[config.mk]
export PLATFORM = sky130hd
export DESIGN_NAME = dm_port_arbiter_flat
export DESIGN_NICKNAME = d
export VERILOG_FILES = /design/src/rtl/dm_port_arbiter_pkg.sv /design/src/rtl/dm_port_arbiter_if.sv /design/src/rtl/dm_burst_counter.sv /design/src/rtl/dm_port_arbiter.sv /design/src/flat_wrapper.sv
export SDC_FILE = /design/constraint.sdc
export NUM_CORES = 1
export LEC_CHECK = 0
export BUFFER_PORTS_ARGS = -buffer_cell sky130_fd_sc_hd__buf_4
export CAP_MARGIN = 20
export CORE_AREA = 2 2 113 115
export DETAILED_ROUTE_END_ITERATION = 10
export DIE_AREA = 0 0 115 117
export HOLD_SLACK_MARGIN = 0.15
export SLEW_MARGIN = 15
export SYNTH_ARGS = -nofsm -noshare
export SYNTH_HDL_FRONTEND = slang
export SYNTH_SLANG_ARGS = --single-unit
export TNS_END_PERCENT = 10
[constraint.sdc]
create_clock -name clk -period 3 [get_ports clk]
set_input_delay 0.6 -clock clk [delete_from_list [all_inputs] [get_ports clk]]
set_output_delay 0.6 -clock clk [all_outputs]
set_load 0.01 [all_outputs]
[src/rtl/dm_port_arbiter_pkg.sv]
// Shared definitions for the data-memory port arbiter and the DMA engine.
package dm_port_arbiter_pkg;

  typedef enum logic [1:0] {
    IDLE  = 2'd0,
    BURST = 2'd1,
    DONE  = 2'd2
  } dmaState_t;

  localparam logic [3:0] BE_WORD = 4'b1111;

  // A burst base must be word aligned and fall inside the addressable memory.
  function automatic logic baseValid(input logic [31:0] base, input int unsigned addrW);
    logic [31:0] hi;
    hi = base >> (addrW + 2);
    return (base[1:0] == 2'b00) && (hi == '0);
  endfunction

endpackage

[src/rtl/dm_port_arbiter_if.sv]
// CPU, DMA and memory-side signals of the data-memory port arbiter.
interface dm_port_arbiter_if #(
  parameter int unsigned ADDR_W  = 11,
  parameter int unsigned BURST_W = 4
);
  logic               cpu_req;
  logic               cpu_we;
  logic [3:0]         cpu_be;
  logic [31:0]        cpu_addr;
  logic [31:0]        cpu_wdata;
  logic [31:0]        cpu_rdata;
  logic               cpu_stall;

  logic               dma_start;
  logic               dma_we;
  logic [31:0]        dma_base;
  logic [BURST_W-1:0] dma_len;
  logic [31:0]        dma_wdata;
  logic               dma_wready;
  logic [31:0]        dma_rdata;
  logic               dma_rvalid;
  logic               dma_busy;
  logic               dma_done;
  logic               dma_err;

  logic               mem_we;
  logic [3:0]         mem_be;
  logic [ADDR_W-1:0]  mem_addr;
  logic [31:0]        mem_wdata;
  logic [31:0]        mem_rdata;

  // Arbiter view.
  modport slave (
    input  cpu_req, cpu_we, cpu_be, cpu_addr, cpu_wdata,
    output cpu_rdata, cpu_stall,
    input  dma_start, dma_we, dma_base, dma_len, dma_wdata,
    output dma_wready, dma_rdata, dma_rvalid, dma_busy, dma_done, dma_err,
    output mem_we, mem_be, mem_addr, mem_wdata,
    input  mem_rdata
  );

  // Environment view: pipeline, DMA engine and memory.
  modport master (
    output cpu_req, cpu_we, cpu_be, cpu_addr, cpu_wdata,
    input  cpu_rdata, cpu_stall,
    output dma_start, dma_we, dma_base, dma_len, dma_wdata,
    input  dma_wready, dma_rdata, dma_rvalid, dma_busy, dma_done, dma_err,
    input  mem_we, mem_be, mem_addr, mem_wdata,
    output mem_rdata
  );

endinterface

[src/rtl/dm_burst_counter.sv]
// DMA burst address/beat counter: loads on start, advances one word per
// DMA-won beat, wraps at the top of memory and flags the last beat.
module dm_burst_counter #(
  parameter int unsigned ADDR_W  = 11,
  parameter int unsigned BURST_W = 4
) (
  input  logic               clk,
  input  logic               reset,
  input  logic               load,
  input  logic [ADDR_W-1:0]  loadAddr,
  input  logic [BURST_W-1:0] loadLen,
  input  logic               step,
  output logic [ADDR_W-1:0]  addrQ,
  output logic               lastBeat
);

  logic [BURST_W-1:0] beat;
  logic [BURST_W-1:0] lenQ;

  // Address wraps naturally modulo 2^ADDR_W.
  always_ff @(posedge clk) begin
    if (reset) begin
      addrQ <= '0;
      beat  <= '0;
      lenQ  <= '0;
    end else if (load) begin
      addrQ <= loadAddr;
      beat  <= '0;
      lenQ  <= loadLen;
    end else if (step) begin
      addrQ <= addrQ + ADDR_W'(1);
      beat  <= beat + BURST_W'(1);
    end
  end

  assign lastBeat = (beat == lenQ);

endmodule

[src/rtl/dm_port_arbiter.sv]
// Shares the single-port data memory between the M-stage CPU port and a
// word-burst DMA engine. CPU wins unless it is idle or DMA has waited too long.
module dm_port_arbiter
  import dm_port_arbiter_pkg::*;
#(
  parameter int unsigned ADDR_W   = 11,
  parameter int unsigned BURST_W  = 4,
  parameter int unsigned MAX_WAIT = 4
) (
  input  logic            clk,
  input  logic            reset,
  dm_port_arbiter_if.slave bus
);

  localparam int unsigned WAIT_W = $clog2(MAX_WAIT + 1);
  localparam logic [WAIT_W-1:0] WAIT_LIMIT = WAIT_W'(MAX_WAIT);

  dmaState_t         state;
  logic              weQ;
  logic [WAIT_W-1:0] waitCnt;
  logic [ADDR_W-1:0] addrQ;
  logic              lastBeat;
  logic              inBurst;
  logic              dmaWin;
  logic              startAccept;
  logic              unusedCpuAddrBits;

  assign inBurst     = (state == BURST);
  assign dmaWin      = inBurst && (!bus.cpu_req || (waitCnt == WAIT_LIMIT));
  assign startAccept = (state == IDLE) && bus.dma_start;
  assign unusedCpuAddrBits = ^{bus.cpu_addr[31:ADDR_W+2], bus.cpu_addr[1:0]};

  dm_burst_counter #(
    .ADDR_W (ADDR_W),
    .BURST_W(BURST_W)
  ) counter (
    .clk     (clk),
    .reset   (reset),
    .load    (startAccept),
    .loadAddr(bus.dma_base[ADDR_W+1:2]),
    .loadLen (bus.dma_len),
    .step    (dmaWin),
    .addrQ   (addrQ),
    .lastBeat(lastBeat)
  );

  assign bus.cpu_rdata  = bus.mem_rdata;
  assign bus.cpu_stall  = inBurst & bus.cpu_req & dmaWin;
  assign bus.dma_wready = dmaWin & weQ;
  assign bus.dma_busy   = (state != IDLE);

  // Memory port mux; a write is never issued during a reset cycle.
  always_comb begin
    if (dmaWin) begin
      bus.mem_we    = weQ;
      bus.mem_be    = BE_WORD;
      bus.mem_addr  = addrQ;
      bus.mem_wdata = bus.dma_wdata;
    end else begin
      bus.mem_we    = bus.cpu_req & bus.cpu_we;
      bus.mem_be    = bus.cpu_be;
      bus.mem_addr  = bus.cpu_addr[ADDR_W+1:2];
      bus.mem_wdata = bus.cpu_wdata;
    end
    if (reset) bus.mem_we = 1'b0;
  end

  // Burst FSM with registered read-beat data, done pulse and sticky error.
  always_ff @(posedge clk) begin
    if (reset) begin
      state          <= IDLE;
      weQ            <= 1'b0;
      waitCnt        <= '0;
      bus.dma_rvalid <= 1'b0;
      bus.dma_rdata  <= '0;
      bus.dma_done   <= 1'b0;
      bus.dma_err    <= 1'b0;
    end else begin
      bus.dma_rvalid <= dmaWin && !weQ;
      bus.dma_done   <= 1'b0;
      if (dmaWin && !weQ) bus.dma_rdata <= bus.mem_rdata;
      case (state)
        IDLE: begin
          if (bus.dma_start) begin
            weQ     <= bus.dma_we;
            waitCnt <= '0;
            if (!baseValid(bus.dma_base, ADDR_W)) begin
              bus.dma_err  <= 1'b1;
              bus.dma_done <= 1'b1;
              state        <= DONE;
            end else begin
              bus.dma_err <= 1'b0;
              state       <= BURST;
            end
          end
        end
        BURST: begin
          if (dmaWin) begin
            waitCnt <= '0;
            if (lastBeat) begin
              bus.dma_done <= 1'b1;
              state        <= DONE;
            end
          end else begin
            waitCnt <= waitCnt + WAIT_W'(1);
          end
        end
        DONE:    state <= IDLE;
        default: state <= IDLE;
      endcase
    end
  end

endmodule

[src/flat_wrapper.sv]
// flat-port wrapper written by rule: the top's interface ports become plain ports
module dm_port_arbiter_flat import dm_port_arbiter_pkg::*;
#(
  parameter int unsigned ADDR_W   = 11,
  parameter int unsigned BURST_W  = 4,
  parameter int unsigned MAX_WAIT = 4
)
  (clk, reset, bus_cpu_req, bus_cpu_we, bus_cpu_be, bus_cpu_addr, bus_cpu_wdata, bus_cpu_rdata, bus_cpu_stall, bus_dma_start, bus_dma_we, bus_dma_base, bus_dma_len, bus_dma_wdata, bus_dma_wready, bus_dma_rdata, bus_dma_rvalid, bus_dma_busy, bus_dma_done, bus_dma_err, bus_mem_we, bus_mem_be, bus_mem_addr, bus_mem_wdata, bus_mem_rdata);
  dm_port_arbiter_if #(.ADDR_W(ADDR_W), .BURST_W(BURST_W)) bus_i ();
  input  logic clk;
  input  logic reset;
  input wire logic [$bits(bus_i.cpu_req)-1:0] bus_cpu_req;
  input wire logic [$bits(bus_i.cpu_we)-1:0] bus_cpu_we;
  input wire logic [$bits(bus_i.cpu_be)-1:0] bus_cpu_be;
  input wire logic [$bits(bus_i.cpu_addr)-1:0] bus_cpu_addr;
  input wire logic [$bits(bus_i.cpu_wdata)-1:0] bus_cpu_wdata;
  output wire logic [$bits(bus_i.cpu_rdata)-1:0] bus_cpu_rdata;
  output wire logic [$bits(bus_i.cpu_stall)-1:0] bus_cpu_stall;
  input wire logic [$bits(bus_i.dma_start)-1:0] bus_dma_start;
  input wire logic [$bits(bus_i.dma_we)-1:0] bus_dma_we;
  input wire logic [$bits(bus_i.dma_base)-1:0] bus_dma_base;
  input wire logic [$bits(bus_i.dma_len)-1:0] bus_dma_len;
  input wire logic [$bits(bus_i.dma_wdata)-1:0] bus_dma_wdata;
  output wire logic [$bits(bus_i.dma_wready)-1:0] bus_dma_wready;
  output wire logic [$bits(bus_i.dma_rdata)-1:0] bus_dma_rdata;
  output wire logic [$bits(bus_i.dma_rvalid)-1:0] bus_dma_rvalid;
  output wire logic [$bits(bus_i.dma_busy)-1:0] bus_dma_busy;
  output wire logic [$bits(bus_i.dma_done)-1:0] bus_dma_done;
  output wire logic [$bits(bus_i.dma_err)-1:0] bus_dma_err;
  output wire logic [$bits(bus_i.mem_we)-1:0] bus_mem_we;
  output wire logic [$bits(bus_i.mem_be)-1:0] bus_mem_be;
  output wire logic [$bits(bus_i.mem_addr)-1:0] bus_mem_addr;
  output wire logic [$bits(bus_i.mem_wdata)-1:0] bus_mem_wdata;
  input wire logic [$bits(bus_i.mem_rdata)-1:0] bus_mem_rdata;
  assign bus_i.cpu_req = bus_cpu_req;
  assign bus_i.cpu_we = bus_cpu_we;
  assign bus_i.cpu_be = bus_cpu_be;
  assign bus_i.cpu_addr = bus_cpu_addr;
  assign bus_i.cpu_wdata = bus_cpu_wdata;
  assign bus_cpu_rdata = bus_i.cpu_rdata;
  assign bus_cpu_stall = bus_i.cpu_stall;
  assign bus_i.dma_start = bus_dma_start;
  assign bus_i.dma_we = bus_dma_we;
  assign bus_i.dma_base = bus_dma_base;
  assign bus_i.dma_len = bus_dma_len;
  assign bus_i.dma_wdata = bus_dma_wdata;
  assign bus_dma_wready = bus_i.dma_wready;
  assign bus_dma_rdata = bus_i.dma_rdata;
  assign bus_dma_rvalid = bus_i.dma_rvalid;
  assign bus_dma_busy = bus_i.dma_busy;
  assign bus_dma_done = bus_i.dma_done;
  assign bus_dma_err = bus_i.dma_err;
  assign bus_mem_we = bus_i.mem_we;
  assign bus_mem_be = bus_i.mem_be;
  assign bus_mem_addr = bus_i.mem_addr;
  assign bus_mem_wdata = bus_i.mem_wdata;
  assign bus_i.mem_rdata = bus_mem_rdata;
  dm_port_arbiter #(.ADDR_W(ADDR_W), .BURST_W(BURST_W), .MAX_WAIT(MAX_WAIT)) u_core (.clk(clk), .reset(reset), .bus(bus_i));
endmodule
==> summary.md, run 1 <==
OpenSTA, run right after detailed placement, puts the worst setup slack at 0.162 ns. Summed over all nets, the half-perimeter wirelength after detailed placement is 8970 µm. The effective utilization at floorplan was 0.258. After clock tree synthesis, the setup repair step added 0 buffers.

The async set-or-reset flop fraction in the synthesized netlist is 0. The worst hold path belongs to the class register to register. The signal on the critical path passes through inv_1, ha_1, a21bo_2, nand2b_2, buf_4, nand2_1, nand2_1, buf_4. The yosys synthesis warning count was 0; the number of cells traversed by the worst hold path was 2. Subtracting the final worst setup slack from the clock period gives 2.56 ns.

The area inside the core boundary is 0.0123 mm², and the number of top-level pins is 292. The clock sink count came out at 60. The logs give 0 for the remaining routing DRC violations and 157 for the violation count after the first detailed-route iteration. Setup repair after global routing left no endpoint under its margin. The tool flagged a number of max-cap violations equal to 0. The largest individual stage delay along the critical path comes from the cell sky130_fd_sc_hd__dfxtp_1. In this run the core area contains 41 standard-cell rows.

Clock latency on the worst-skew pair, taken at its later pin, is 0.32 ns. The H-tree was split into 3 levels. The most used flip-flop cell after synthesis is sky130_fd_sc_hd__dfxtp_1. The startpoint identified for the worst register-to-register timing path is u_core.waitCnt[0]. Routability-driven placement finished with a final weighted congestion of 0.803. The peak clock frequency supported by timing was 391 MHz; the iteration count of the initial detailed-routing pass was 4. Dividing the synthesized area by the synthesized cell count gives 7.64 µm².

In this run the static leakage power is 2.71 nW. The tools report the arrival time of the worst setup path as 1.96 ns. Top cell type's share of synthesized area: 0.378.

Relative to the synthesized area, the layout overhead comes to 70.3%. STA puts the critical path data required time at 2.40 ns. Die area: 0.0135 mm². Counting flops and latches in the post-synthesis netlist gives 60. The total of buffers placed on input and output ports works out to 270.

The power density over the cells is 397 mW/mm². For hold timing, the worst endpoint is u_core.counter.lenQ[3]. Using the TritonRoute via totals, the vias-per-cell ratio works out to 4.49. The global-route wire length before repair was 16300 µm; the clock transition at the registers of the reported paths was 0.05 ns. The register-to-register setup slack is 0.89 ns, and the post-detailed-route wirelength per cell is 14.1 µm. The net count of the finished layout is 823. Entering global routing, the biggest net connects 51 pins.

Summed over all layers, the global routing overflow is 0. For the combined global-route utilization of all metal layers, the log shows 0.155. At the pin with the least slew margin, the transition time is 0.669 ns.

Summing over every cut layer, the via total after detailed routing is 3585. The die is 117 µm tall. The logs give 227 µV for the worst voltage drop across the vdd grid and 0 for the number of endpoints failing setup at the final stage. The final hold violation count is 0, and the delay of the slowest critical-path stage is 0.37 ns.

The run finished with clean final reports. Yosys mapped a number of flops with a built-in enable equal to 0. The worst register-to-register path ends at u_core.counter.addrQ[9]. Nature of the critical path startpoint: a register. The worst setup path is of the register to output port kind. The count of cell types in the netlist is 42, and the synthesized net count is 594. sky130_fd_sc_hd__dfxtp_1 takes more of the synthesized area than any other cell. 0 antenna diodes ended up in the layout. Buffers inserted to repair hold after CTS numbered 0. The summed instance area of the synthesized netlist was 0.00318 mm². The worst setup path is captured at an output port. For the proportion of synthesized chip area in sequential cells, the log shows 0.378.

The depth of the worst register-to-register path was 7; the count of antenna-violating nets left after detailed routing was 0. The layout cell share with drive strength beyond 1 is 0.461. The ratio of final minimum period to clock period is 0.853.

Synthesis produced a netlist whose cell count is 416. The logs give 0 ns for the setup TNS and 0 for the post-cts repair resize count. The number of antenna violations at the first check in global routing was 0. The clock skew is 0.00547 ns, and the tightest slew margin relative to the limit is 0.550. The die is 115 µm wide. In this run the most critical hold path is launched from u_core.counter.lenQ[3].

TritonCTS created 9 clock buffers. TritonCTS built the clock tree. The tools report the maximum count of clock buffers along a single path as 2. The number of pins exceeding their max-slew limit in the final report came out at 0. The maximum fanout along the worst path is 14.

Once routing completed, OpenROAD measured the worst setup slack at 0.440 ns. The tree is rooted in a sky130_fd_sc_hd__clkbuf_16. The total routed wirelength was 11300 µm.

By area the synthesized netlist is led by sky130_fd_sc_hd__dfxtp_1 38%, sky130_fd_sc_hd__nand2_1 17%, sky130_fd_sc_hd__a22o_1 8.8%, sky130_fd_sc_hd__buf_4 7.6%, sky130_fd_sc_hd__xnor2_1 3.0%. The run gives 3338 as the via count of the first global-routing pass.
routing by layer:
metal / GRT usage / up-vias / routed length [µm]
met2: 0.276 / 169 / 5580
li1: - / 1832 / -
met1: 0.181 / 1577 / 4600
met5: 0 / - / 0
met4: 0.0578 / 0 / 155
met3: 0.0396 / 7 / 963
state kept, by name, summed over array words and instances, names as in the netlist:
signal / count
u_core.counter.addrQ: 11
u_core.bus.dma_rdata: 32
u_core.waitCnt: 3
u_core.weQ: 1
u_core.counter.beat: 4
u_core.state: 2
u_core.bus.dma_done: 1
u_core.bus.dma_rvalid: 1
u_core.counter.lenQ: 4
u_core.bus.dma_err: 1
cell families after synthesis:
| logic type | share of synthesized area |
|---|---|
| multiplexers | 0.00315 |
| adder cells (fa/ha/maj) | 0.0158 |
| buffers and inverters | 0.120 |
| AO/OA/AOI/OAI | 0.154 |
| flip-flops | 0.378 |
| AND/OR/NAND/NOR | 0.291 |
| XOR/XNOR | 0.0386 |
synth_stat cells (all sizes together), types with 3 or more instances:
cell    count
ha          4
inv         5
clkbuf     19
nor3       12
nand2     142
nand3       5
a211oi     10
nor4        8
xnor2      11
dfxtp      60
nor2       21
a21oi       9
nand4       3
a22o       32
xor2        3
nand2b      6
buf        40
cell usage in the layout (no fill, tap or decap), types with 2 or more instances in the layout:
| master | n |
|---|---|
| sky130_fd_sc_hd__inv_1 | 5 |
| sky130_fd_sc_hd__a22oi_1 | 2 |
| sky130_fd_sc_hd__a22o_1 | 32 |
| sky130_fd_sc_hd__clkbuf_16 | 9 |
| sky130_fd_sc_hd__nor4b_1 | 2 |
| sky130_fd_sc_hd__nor4_1 | 8 |
| sky130_fd_sc_hd__nor2_1 | 19 |
| sky130_fd_sc_hd__a21oi_1 | 9 |
| sky130_fd_sc_hd__nand2b_1 | 4 |
| sky130_fd_sc_hd__dfxtp_1 | 60 |
| sky130_fd_sc_hd__nand3_1 | 5 |
| sky130_fd_sc_hd__and2_1 | 2 |
| sky130_fd_sc_hd__xor2_1 | 3 |
| sky130_fd_sc_hd__clkinv_2 | 2 |
| sky130_fd_sc_hd__or4_1 | 2 |
| sky130_fd_sc_hd__buf_4 | 274 |
| sky130_fd_sc_hd__nor3b_1 | 2 |
| sky130_fd_sc_hd__nand4_1 | 3 |
| sky130_fd_sc_hd__a211oi_1 | 10 |
| sky130_fd_sc_hd__buf_12 | 3 |
| sky130_fd_sc_hd__xnor2_1 | 11 |
| sky130_fd_sc_hd__ha_1 | 4 |
| sky130_fd_sc_hd__nand2_1 | 142 |
| sky130_fd_sc_hd__nor3_1 | 11 |
| sky130_fd_sc_hd__clkbuf_8 | 2 |
| sky130_fd_sc_hd__clkbuf_1 | 2 |
| sky130_fd_sc_hd__o22ai_1 | 2 |
stage by stage:
step | utilization | instances | area (µm²) | total power [mW] | hold WS (ns)
finish | 0.439 | 799 | 5410 | 2.15 | 0.470
global route | 0.439 | 799 | 5410 | 2.25 | 0.484
CTS | 0.438 | 798 | 5390 | 2.18 | 0.472
detailed placement | 0.416 | 783 | 5120 | 1.25 | 0.465
global placement | 0.416 | 783 | 5120 | 1.24 | 0.462
floorplan | - | 416 | 3180 | 0.998 | 0.448
layout make-up:
class                      instances  area, µm²
sequential                        60       1200
timing repair buffer             277       2120
tap                              150        188
clock inverter                     2       10.0
inverter                           5       18.8
fill                            1216       6900
multi-input combinational        292       1610
clock buffer                      13        260
critical path: cells and delay by family (launching register included):
kind	cells	cell delay, ns
buffers and inverters	3	0.44
adder cells (fa/ha/maj)	1	0.21
AO/OA/AOI/OAI	1	0.24
AND/OR/NAND/NOR	3	0.38
flip-flops	1	0.37
how the worst max path moves through the flow:
stage,start,to,slack [ns],cells after the start
finish,u_core.waitCnt[0],bus_mem_wdata[30],0.44,8
global route,u_core.waitCnt[0],bus_mem_wdata[30],0.32,8
CTS,u_core.waitCnt[0],bus_mem_wdata[30],0.05,7
detailed placement,bus_cpu_req,bus_mem_wdata[30],0.16,6
global placement,bus_cpu_req,bus_mem_wdata[30],0.17,6
floorplan,bus_cpu_req,bus_mem_addr[0],0.50,7
where the power goes:
| part | switching [mW] | internal, mW |
|---|---|---|
| Combinational | 0.156 | 0.236 |
| Clock | 0.324 | 0.595 |
| Sequential | 0.0189 | 0.817 |
| Total | 0.499 | 1.65 |
(Power assumes the default switching activity.)
==> run 2, diff against run 1 <==
TNS_END_PERCENT = not set   (was 10)
clock period = 2.95 ns   (was 3 ns; I/O delays follow)
==> run 2 against run 1 <==
Worst hold slack better by 0.0037 ns. First-iteration DRC count is 13% lower. Setup slack worse by 0.029 ns. Routed wire length is 0.92% higher. Largest power group unchanged. Cell area is 0.21% higher. Total power is 3.3% higher. Clock power is 5.7% higher. Register-to-register slack worse by 0.04 ns. Critical path type unchanged. Final cell count is 0.13% higher. Sequential cell count stayed put. Combinational power is 1% higher.
==> summary.md, run 2 (synthesized netlist as in run 1, its figures left out) <==
The register with the most flip-flops in the layout has 32 of them. The region available for standard cell placement spans 0.0123 mm². The floorplan has 41 rows. The effective utilization at floorplan was 0.258.

Derived from the worst setup path, the maximum achievable clock frequency is 394 MHz. Counting every sink on the clock net gives 60. In this run the post-CTS setup repair buffer count came out at 0. Across the VDD grid, the largest voltage drop is 216 µV. The delay of the slowest critical-path stage works out to 0.37 ns.

The wire-length estimate of the detail-placed layout is 9020 µm. Clock tree synthesis selected as its root buffer the cell sky130_fd_sc_hd__clkbuf_16. The detailed router placed 3533 vias in this run.

The register with the most flip-flops is u_core.bus.dma_rdata. The run gives 0.85 ns as the register-to-register setup slack. The tools report the final hold violation count as 0.

The total overflow left after global routing is 0. Summing internal, switching and leakage power gives 2.22 mW. The logs give 0 for the number of pins exceeding their max-slew limit in the final report and 1.95 ns for the arrival time of the worst setup path. Setup repair after global routing left no endpoint under its margin.

In this run, post-CTS hold repair placed 0 buffers. The final period demand of the worst path was 2.54 ns; the ratio of final minimum period to clock period was 0.861. The maximum fanout along the worst path is 14. The die span in x was 115 µm. The critical path is of the register to output port type. The first routing iteration left 136 violations. The global-route wire length before repair is 16700 µm, and the pin count of the biggest net entering global routing is 51. At the end of routability-driven placement, the weighted congestion stood at 0.804. The tightest slew margin relative to the limit is 0.600, and the total of buffers placed on input and output ports is 270. The clock transition at the registers of the reported paths is 0.06 ns.

The area growth from synthesis to layout is 70.6%. The via count of the first global-routing pass was 3425. Leaving out fill and tap cells, the most frequent cells in the layout are 274 x sky130_fd_sc_hd__buf_4, 142 x sky130_fd_sc_hd__nand2_1, 60 x sky130_fd_sc_hd__dfxtp_1, 32 x sky130_fd_sc_hd__a22o_1, 19 x sky130_fd_sc_hd__nor2_1.

The clock reaches the later pin of the worst-skew pair after 0.32 ns. Data on the critical path is required at its endpoint by 2.36 ns. The count of inserted antenna diode cells came out at 0. The number of levels the H-tree was split into came out at 3.

After routing, the total negative slack on setup checks comes to 0 ns. For this run, design rule violations remaining after detail routing come to 0. Fill cells in the final layout number 1255.

In this run the power density over the cells is 409 mW/mm². Net total in the final layout: 823. The number of clock buffers added by TritonCTS is 9. TritonCTS built the clock tree.

The first detailed-routing pass took 4 iterations. Walking the worst path, the cells encountered are inv_1, ha_1, a21bo_2, nand2b_2, buf_4, nand2_1, nand2_1, buf_4. The worst setup path is launched from a register. The die covers 0.0135 mm². 292 I/O pins were placed. The run gives 0 as the post-cts repair resize count.

The worst hold path belongs to the class register to register. The largest registers in the layout are u_core.bus.dma_rdata x32, u_core.counter.addrQ x11. The tool flagged a number of max-cap violations equal to 0. The total routed wirelength is 11400 µm.

The count of antenna-violating nets left after detailed routing was 0. For the combined global-route utilization of all metal layers, the log shows 0.159. The layout cell share with drive strength beyond 1 is 0.462. The measured slew at the worst slew-check pin works out to 0.595 ns. The vertical extent of the die came out at 117 µm.

The slowest cell on the critical path was sky130_fd_sc_hd__dfxtp_1. The run finished with clean final reports. The average via count per standard cell works out to 4.42. The library cell used most frequently in the layout, excluding fill and tap cells, is sky130_fd_sc_hd__buf_4. Counting along the longest clock path gives a buffer depth of 2. The analysis attributes to cell leakage a power of 2.71 nW. Setup violations remaining at the end of the flow were counted as 0. The clock skew is 0.00772 ns, and the post-detailed-route wirelength per cell is 14.2 µm. For the number of antenna violations at the first check in global routing, the log shows 0. The worst setup path is captured at an output port.
## run 2: cell count changes in the layout (fill, tap and decap cells not counted)
cell | previous run | this run
sky130_fd_sc_hd__clkinv_2 | 2 | 1
sky130_fd_sc_hd__clkinvlp_4 | 0 | 1
sky130_fd_sc_hd__clkinv_4 | 0 | 1
## run 2: report_power, final
part | internal, mW | switching (mW) | total (mW)
Combinational | 0.240 | 0.158 | 0.397
Sequential | 0.830 | 0.0191 | 0.849
Clock | 0.614 | 0.357 | 0.971
Total | 1.68 | 0.534 | 2.22
## run 2: worst paths after layout
| path | startpoint | to | depth (start not counted) |
|---|---|---|---|
| min | u_core.counter.lenQ[3] | u_core.counter.lenQ[3] | 2 |
| max reg2reg | u_core.waitCnt[0] | u_core.counter.addrQ[9] | 7 |
| min reg2reg | u_core.counter.lenQ[3] | u_core.counter.lenQ[3] | 2 |
| max | u_core.waitCnt[0] | bus_mem_wdata[30] | 8 |
## run 2: area by class of cell
class                           count  area (µm²)  area share
Multi-Input combinational cell    292        1610       0.298
Clock buffer                       13         260      0.0480
Timing Repair Buffer              277        2120       0.391
Tap cell                          150         188      0.0346
Inverter                            5        18.8     0.00346
Clock inverter                      3        21.3     0.00392
Sequential cell                    60        1200       0.222
## run 2: per-stage QoR
step / area (µm²) / setup WS [ns] / instances / hold WS (ns) / utilization
global route: 5420 / 0.272 / 800 / 0.475 / 0.440
CTS: 5400 / 0.00525 / 799 / 0.468 / 0.439
floorplan: 3180 / 0.466 / 416 / 0.448 / -
finish: 5420 / 0.411 / 800 / 0.473 / 0.440
detailed placement: 5120 / 0.160 / 783 / 0.467 / 0.416
global placement: 5120 / 0.157 / 783 / 0.462 / 0.416
## run 2: critical path, delay by kind of cell, from the launching register on
family          cells  cell delay [ns]
flops               1             0.37
compound gates      1             0.24
fa+ha+maj           1             0.21
buf+inv             3             0.43
simple gates        3             0.37
## run 2: metal layers
| metal | up-vias | track usage | wire length (µm) | part of all wire |
|---|---|---|---|---|
| met5 | - | 0 | 0 | 0 |
| met4 | 0 | 0.0610 | 180 | 0.016 |
| met3 | 11 | 0.0469 | 1010 | 0.089 |
| met2 | 168 | 0.286 | 5690 | 0.50 |
| met1 | 1527 | 0.179 | 4510 | 0.40 |
| li1 | 1827 | - | - | - |
